--- src/rtl/maze_link_rx.sv ---
// maze_link_rx: GPIO link receiver. Synchronises the Arduino strobe/data/address, assembles
// NCHUNKS-chunk records into a ROWS*COLS cell RAM. Optional idle timeout: MAZE_LINK_TIMEOUT_EN.
module maze_link_rx #(
  parameter int ROWS        = 4,
  parameter int COLS        = 5,
  parameter int CHUNK_W     = 3,
  parameter int NCHUNKS     = 3,
  parameter int ADDR_W      = 5,
  parameter int TIMEOUT_CYC = 25000
) (
  input  logic                         CLOCK,
  input  logic                         RESET,
  input  logic [CHUNK_W-1:0]           LINK_DATA,
  input  logic                         LINK_STROBE,
  input  logic [ADDR_W-1:0]            LINK_ADDR,
  input  logic [ADDR_W-1:0]            RD_ADDR,
  output logic [CHUNK_W*NCHUNKS-1:0]   RD_DATA,
  output logic                         DONE,
  output logic                         BUSY,
  output logic                         REC_WE,
  output logic                         LINK_ERR
);
  localparam int REC_W = CHUNK_W * NCHUNKS;
  localparam int NCELL = ROWS * COLS;
  localparam int CNT_W = (NCHUNKS > 1) ? $clog2(NCHUNKS) : 1;
  localparam logic [ADDR_W-1:0] SYNC_ADDR = '1;
  localparam logic [ADDR_W-1:0] DONE_ADDR = ~ADDR_W'(1);
  localparam logic [ADDR_W-1:0] NCELL_A   = ADDR_W'(NCELL);
  localparam logic [ADDR_W-1:0] LAST_CELL = ADDR_W'(NCELL - 1);
  localparam logic [CNT_W-1:0]  LAST_K    = CNT_W'(NCHUNKS - 1);

  if (NCELL > 2**ADDR_W - 2 || TIMEOUT_CYC < 1) begin : g_bad_params
    $error("maze_link_rx: unsupported parameter combination");
  end

  typedef enum logic {ST_CLEAR, ST_RUN} state_t;

  state_t               state_q, state_d;
  logic [ADDR_W-1:0]    clr_q, clr_d;
  logic [CNT_W-1:0]     cnt_q, cnt_d;
  logic [REC_W-1:0]     part_q, part_d, ins;
  logic [ADDR_W-1:0]    lat_q, lat_d;
  logic                 done_q, done_d;
  logic                 we_q, we_d;
  logic                 err_q, err_d;
  logic [REC_W-1:0]     rd_q;
  logic [2:0]           strb_q;
  logic [CHUNK_W-1:0]   data_s1_q, data_s2_q;
  logic [ADDR_W-1:0]    addr_s1_q, addr_s2_q;
  logic                 evt;
  logic                 mem_we;
  logic [ADDR_W-1:0]    mem_waddr;
  logic [REC_W-1:0]     mem_wdata;
  logic [REC_W-1:0]     ram_q [NCELL];
`ifdef MAZE_LINK_TIMEOUT_EN
  localparam int IDLE_W = $clog2(TIMEOUT_CYC + 1);
  logic [IDLE_W-1:0]    idle_q, idle_d;
`endif

  // Strobe stage 2 high with stage 3 still low marks one transfer.
  assign evt = strb_q[1] & ~strb_q[2];

  always_comb begin
    state_d   = state_q;
    clr_d     = clr_q;
    cnt_d     = cnt_q;
    part_d    = part_q;
    lat_d     = lat_q;
    done_d    = done_q;
    we_d      = 1'b0;
    err_d     = 1'b0;
    mem_we    = 1'b0;
    mem_waddr = clr_q;
    mem_wdata = '0;
    ins       = part_q;
    for (int i = 0; i < NCHUNKS; i++)
      if (cnt_q == CNT_W'(i)) ins[i*CHUNK_W +: CHUNK_W] = data_s2_q;
`ifdef MAZE_LINK_TIMEOUT_EN
    idle_d = '0;
`endif
    if (state_q == ST_CLEAR) begin
      mem_we = 1'b1;
      if (clr_q == LAST_CELL) state_d = ST_RUN;
      else clr_d = clr_q + 1'b1;
    end else if (evt) begin
      if (addr_s2_q == SYNC_ADDR) begin
        cnt_d  = '0;
        part_d = '0;
        done_d = 1'b0;
      end else if (addr_s2_q == DONE_ADDR) begin
        done_d = 1'b1;
        cnt_d  = '0;
      end else if (addr_s2_q >= NCELL_A) begin
        err_d = 1'b1;
      end else if (cnt_q != '0 && addr_s2_q != lat_q) begin
        // Address changed mid-record: restart with this chunk as chunk 0.
        err_d  = 1'b1;
        lat_d  = addr_s2_q;
        part_d = '0;
        part_d[CHUNK_W-1:0] = data_s2_q;
        cnt_d  = CNT_W'(1);
      end else begin
        part_d = ins;
        if (cnt_q == '0) lat_d = addr_s2_q;
        if (cnt_q == LAST_K) begin
          mem_we    = 1'b1;
          mem_waddr = (cnt_q == '0) ? addr_s2_q : lat_q;
          mem_wdata = ins;
          we_d      = 1'b1;
          cnt_d     = '0;
        end else begin
          cnt_d = cnt_q + 1'b1;
        end
      end
    end
`ifdef MAZE_LINK_TIMEOUT_EN
    else if (cnt_q != '0) begin
      if (idle_q == IDLE_W'(TIMEOUT_CYC - 1)) begin
        cnt_d  = '0;
        part_d = '0;
        err_d  = 1'b1;
      end else begin
        idle_d = idle_q + 1'b1;
      end
    end
`endif
  end

  always_ff @(posedge CLOCK) begin
    if (RESET) begin
      state_q   <= ST_CLEAR;
      clr_q     <= '0;
      cnt_q     <= '0;
      part_q    <= '0;
      done_q    <= 1'b0;
      we_q      <= 1'b0;
      err_q     <= 1'b0;
      rd_q      <= '0;
      strb_q    <= '0;
      data_s1_q <= '0;
      data_s2_q <= '0;
      addr_s1_q <= '0;
      addr_s2_q <= '0;
`ifdef MAZE_LINK_TIMEOUT_EN
      idle_q    <= '0;
`endif
    end else begin
      state_q   <= state_d;
      clr_q     <= clr_d;
      cnt_q     <= cnt_d;
      part_q    <= part_d;
      done_q    <= done_d;
      we_q      <= we_d;
      err_q     <= err_d;
      rd_q      <= (RD_ADDR < NCELL_A) ? ram_q[RD_ADDR] : '0;
      strb_q    <= {strb_q[1:0], LINK_STROBE};
      data_s1_q <= LINK_DATA;
      data_s2_q <= data_s1_q;
      addr_s1_q <= LINK_ADDR;
      addr_s2_q <= addr_s1_q;
`ifdef MAZE_LINK_TIMEOUT_EN
      idle_q    <= idle_d;
`endif
    end
  end

  // RAM contents are not reset; the CLEAR sweep zeroes them. A reset edge suppresses writes.
  always_ff @(posedge CLOCK) begin
    lat_q <= lat_d;
    if (mem_we && !RESET) ram_q[mem_waddr] <= mem_wdata;
  end

  assign RD_DATA  = rd_q;
  assign DONE     = done_q;
  assign BUSY     = (state_q == ST_CLEAR);
  assign REC_WE   = we_q;
  assign LINK_ERR = err_q;
endmodule

--- config.mk ---
export PLATFORM = sky130hd
export DESIGN_NAME = maze_link_rx
export DESIGN_NICKNAME = d
export VERILOG_FILES = /design/src/rtl/maze_link_rx.sv
export SDC_FILE = /design/constraint.sdc
export NUM_CORES = 1
export LEC_CHECK = 0
export ABC_CLOCK_PERIOD_IN_PS = 4960
export CELL_PAD_IN_SITES_DETAIL_PLACEMENT = 1
export CELL_PAD_IN_SITES_GLOBAL_PLACEMENT = 1
export CORE_MARGIN = 3
export CORE_UTILIZATION = 56
export CTS_CLUSTER_SIZE = 25
export DETAILED_ROUTE_END_ITERATION = 16
export PLACE_DENSITY_LB_ADDON = 0.08
export REMOVE_ABC_BUFFERS = 1
export SLEW_MARGIN = 20
export SYNTH_ARGS = -nofsm -noshare
export SYNTH_HDL_FRONTEND = slang
export SYNTH_SLANG_ARGS = --single-unit
--- constraint.sdc ---
create_clock -name CLOCK -period 4.96 [get_ports CLOCK]
set_clock_uncertainty 0.2 [all_clocks]
set_input_delay 0.992 -clock CLOCK [delete_from_list [all_inputs] [get_ports CLOCK]]
set_output_delay 0.992 -clock CLOCK [all_outputs]
set_load 0.05 [all_outputs]
==> impl_results.md <==
- RSZ-0062 raised after global routing: false
- Chip height: 132 microns
- Hold Path Class: reg2reg
- Number of flops mapped to enable cells by yosys: 185
- Residual DRC: 0
- Total core area: 15400 sq um
- Final worst path period share: 67.0%
- Register bit total from synthesis: 230
- Antenna cells: 0
- Initial antenna violation count: 0
- Fin crit period: 3.32 ns
- Slew Limit Fails: 0
- Primary FF master, synth: edfxtp_1
- Total gr overflow: 0
- Syn Area/Cell: 17.2 sq um
- Final wirelength: 19.1 mm
- Syn Std Cell Area: 8870 sq um
- Critical Path AT: 3.24 ns
- Die area: 17400 sq um
- Crit end category: flip-flop
- DP Worst Slack: 1.30 ns
- Achievable Freq: 0.301 GHz
- Leading cell type in the layout, fill and taps excluded: edfxtp_1
- Setup TNS: 0 ns
- Wire per inst: 24.6 microns
- Worst endpoint required time: 4.88 ns
- CTS Buffer Depth: 3
- DRT Pass-1 Iters: 5
- P&R area growth vs syn: 13.1%
- Final net count: 565
- Placer Congestion: 0.812
- Yosys warning count: 0
- Cell count after synthesis: 515
- Routed Antenna Nets: 0
- Post-CTS Hold Fix Bufs: 0
- Crit Path Class: reg2reg
- Rel. slew slack: 28.6%
- Clock sinks: 230
- Root Driver: clkbuf_16
- Ys async rst share: 0%
- Final setup viols: 0
- Total number of vias: 4613
- Startpoint Class: flip-flop
- IO Count: 29
- Share of cells above drive strength 1: 16.7%
- H-tree depth: 1
- Rows: 45
- Slew @ Worst Pin: 1.07 ns
- Core Util, Final: 65.3%
- Seq/Total Area, Yosys: 72.8%
- Pleak: 3.41 nW
- CP Max Fanout: 18
- Most frequent cells in the layout: 185 x edfxtp_1, 45 x dfxtp_1, 36 x mux4_2
- # Post-CTS Setup Buffers: 0
- DR iter-0 viols: 471
- Max VDD drop: 0.272 mV
- Port bufs: 28
- Clk pin slew, worst setup/hold paths: 0.06 ns
- PwrDens: 390 nW/um^2
- Outcome: finished, final reports clean
- Yosys cell types: 50
- Clk_lat worst skew: 0.51 ns
- GRT Total Usage: 22.6%
- First-pass GRT wire length: 29.9 mm
- Hold Fails Final Rpt: 0
- Vias/cell: 5.95
- CTS-repair resized insts: 0
- Vias in the first global route: 4968
- Post-DP HPWL: 12.0 mm
- Design Power: 3.91 mW
- Worst setup margin: 1.64 ns
- Die width: 132 microns
- TritonCTS clock tree: built
- Initial core utilization: 57.7%
- Total CTS buffers: 23
- Largest net degree at the start of global routing: 44
- Maxcap violations: 0
logic make-up after synthesis:
| logic type | after synthesis | synth area share (%) |
|---|---|---|
| AOI/OAI and AO/OA | 58 | 4.53 |
| xor gates and xnor gates | 9 | 0.889 |
| adders and majority gates | 1 | 0.141 |
| buffers and inverters | 27 | 1.41 |
| DFF | 230 | 72.8 |
| muxes | 63 | 12.2 |
| and+or+nand+nor | 127 | 8.04 |
Yosys cell counts (all sizes together), types with 6 or more instances:
cell | n | share of area, %
dfxtp | 45 | 10
mux4 | 36 | 9.1
nor3 | 9 | 0.69
mux2i | 26 | 2.9
a22o | 6 | 0.59
xnor2 | 6 | 0.59
a22oi | 9 | 0.76
buf | 14 | 0.86
nor3b | 6 | 0.56
nand2b | 11 | 0.78
nor2b | 22 | 1.6
and2 | 10 | 0.71
o211ai | 9 | 0.76
nand2 | 17 | 0.75
clkbuf | 9 | 0.38
o21ai | 21 | 1.2
nor2 | 36 | 1.5
edfxtp | 185 | 63
layout make-up:
type,instances,area (sq um)
well taps,211,264
repair buffers,31,288
multi-input cells,258,2290
fillers,1348,5340
clock inverters,11,76.3
inverters,4,15.0
flip-flops and latches,230,6460
clock buffers,30,639
routing by layer:
layer / up-vias / share of wire, % / GRT usage, %
li1: 2058 / - / -
met1: 2376 / 42 / 30.6
met2: 148 / 50 / 38.1
met3: 31 / 6.0 / 4.12
met4: 0 / 2.4 / 6.59
met5: - / 0 / 0
per-stage QoR:
stage                     hold slack [ns]  cell area (sq um)  cells
after floorplan                     0.214               8760    492
after global placement              0.215               9310    734
after detailed placement            0.230               9310    734
after CTS                           0.243              10000    775
after global routing                0.253              10000    775
final                               0.238              10000    775
power by group:
| group | total (mW) | internal [mW] | switching (mW) |
|---|---|---|---|
| clock network | 1.65 | 0.957 | 0.692 |
| logic | 0.166 | 0.0672 | 0.0985 |
| registers | 2.10 | 2.09 | 0.0132 |
state kept, by name (all words and copies together), names as in the netlist:
name and flops:
state_q 1, cnt_q 2, REC_WE 1, clr_q 5, data_s1_q 3, LINK_ERR 1, data_s2_q 3, strb_q 3
addr_s2_q 5, RD_DATA 9, ram_q 180, lat_q 5, addr_s1_q 5, part_q 6, DONE 1
final timing paths:
kind | from | to | slack, ns | cells after the start
max reg2reg | lat_q[3]$_DFFE_PP_ | ram_q[6][4]$_DFFE_PP_ | 1.64 | 5
max | lat_q[3]$_DFFE_PP_ | ram_q[6][4]$_DFFE_PP_ | 1.64 | 5
min reg2reg | addr_s1_q[2]$_SDFF_PP0_ | addr_s2_q[2]$_SDFF_PP0_ | 0.24 | 1
min | addr_s1_q[2]$_SDFF_PP0_ | addr_s2_q[2]$_SDFF_PP0_ | 0.24 | 1
worst max-delay path, cell delays in order (launching register included):
cell and delay, ns:
edfxtp_1 0.47, xnor2_1 0.22, nand2_1 0.17, nor3_4 0.62
a31oi_1 0.35, nor2_1 0.89
Power figures use the tool's default switching activity.
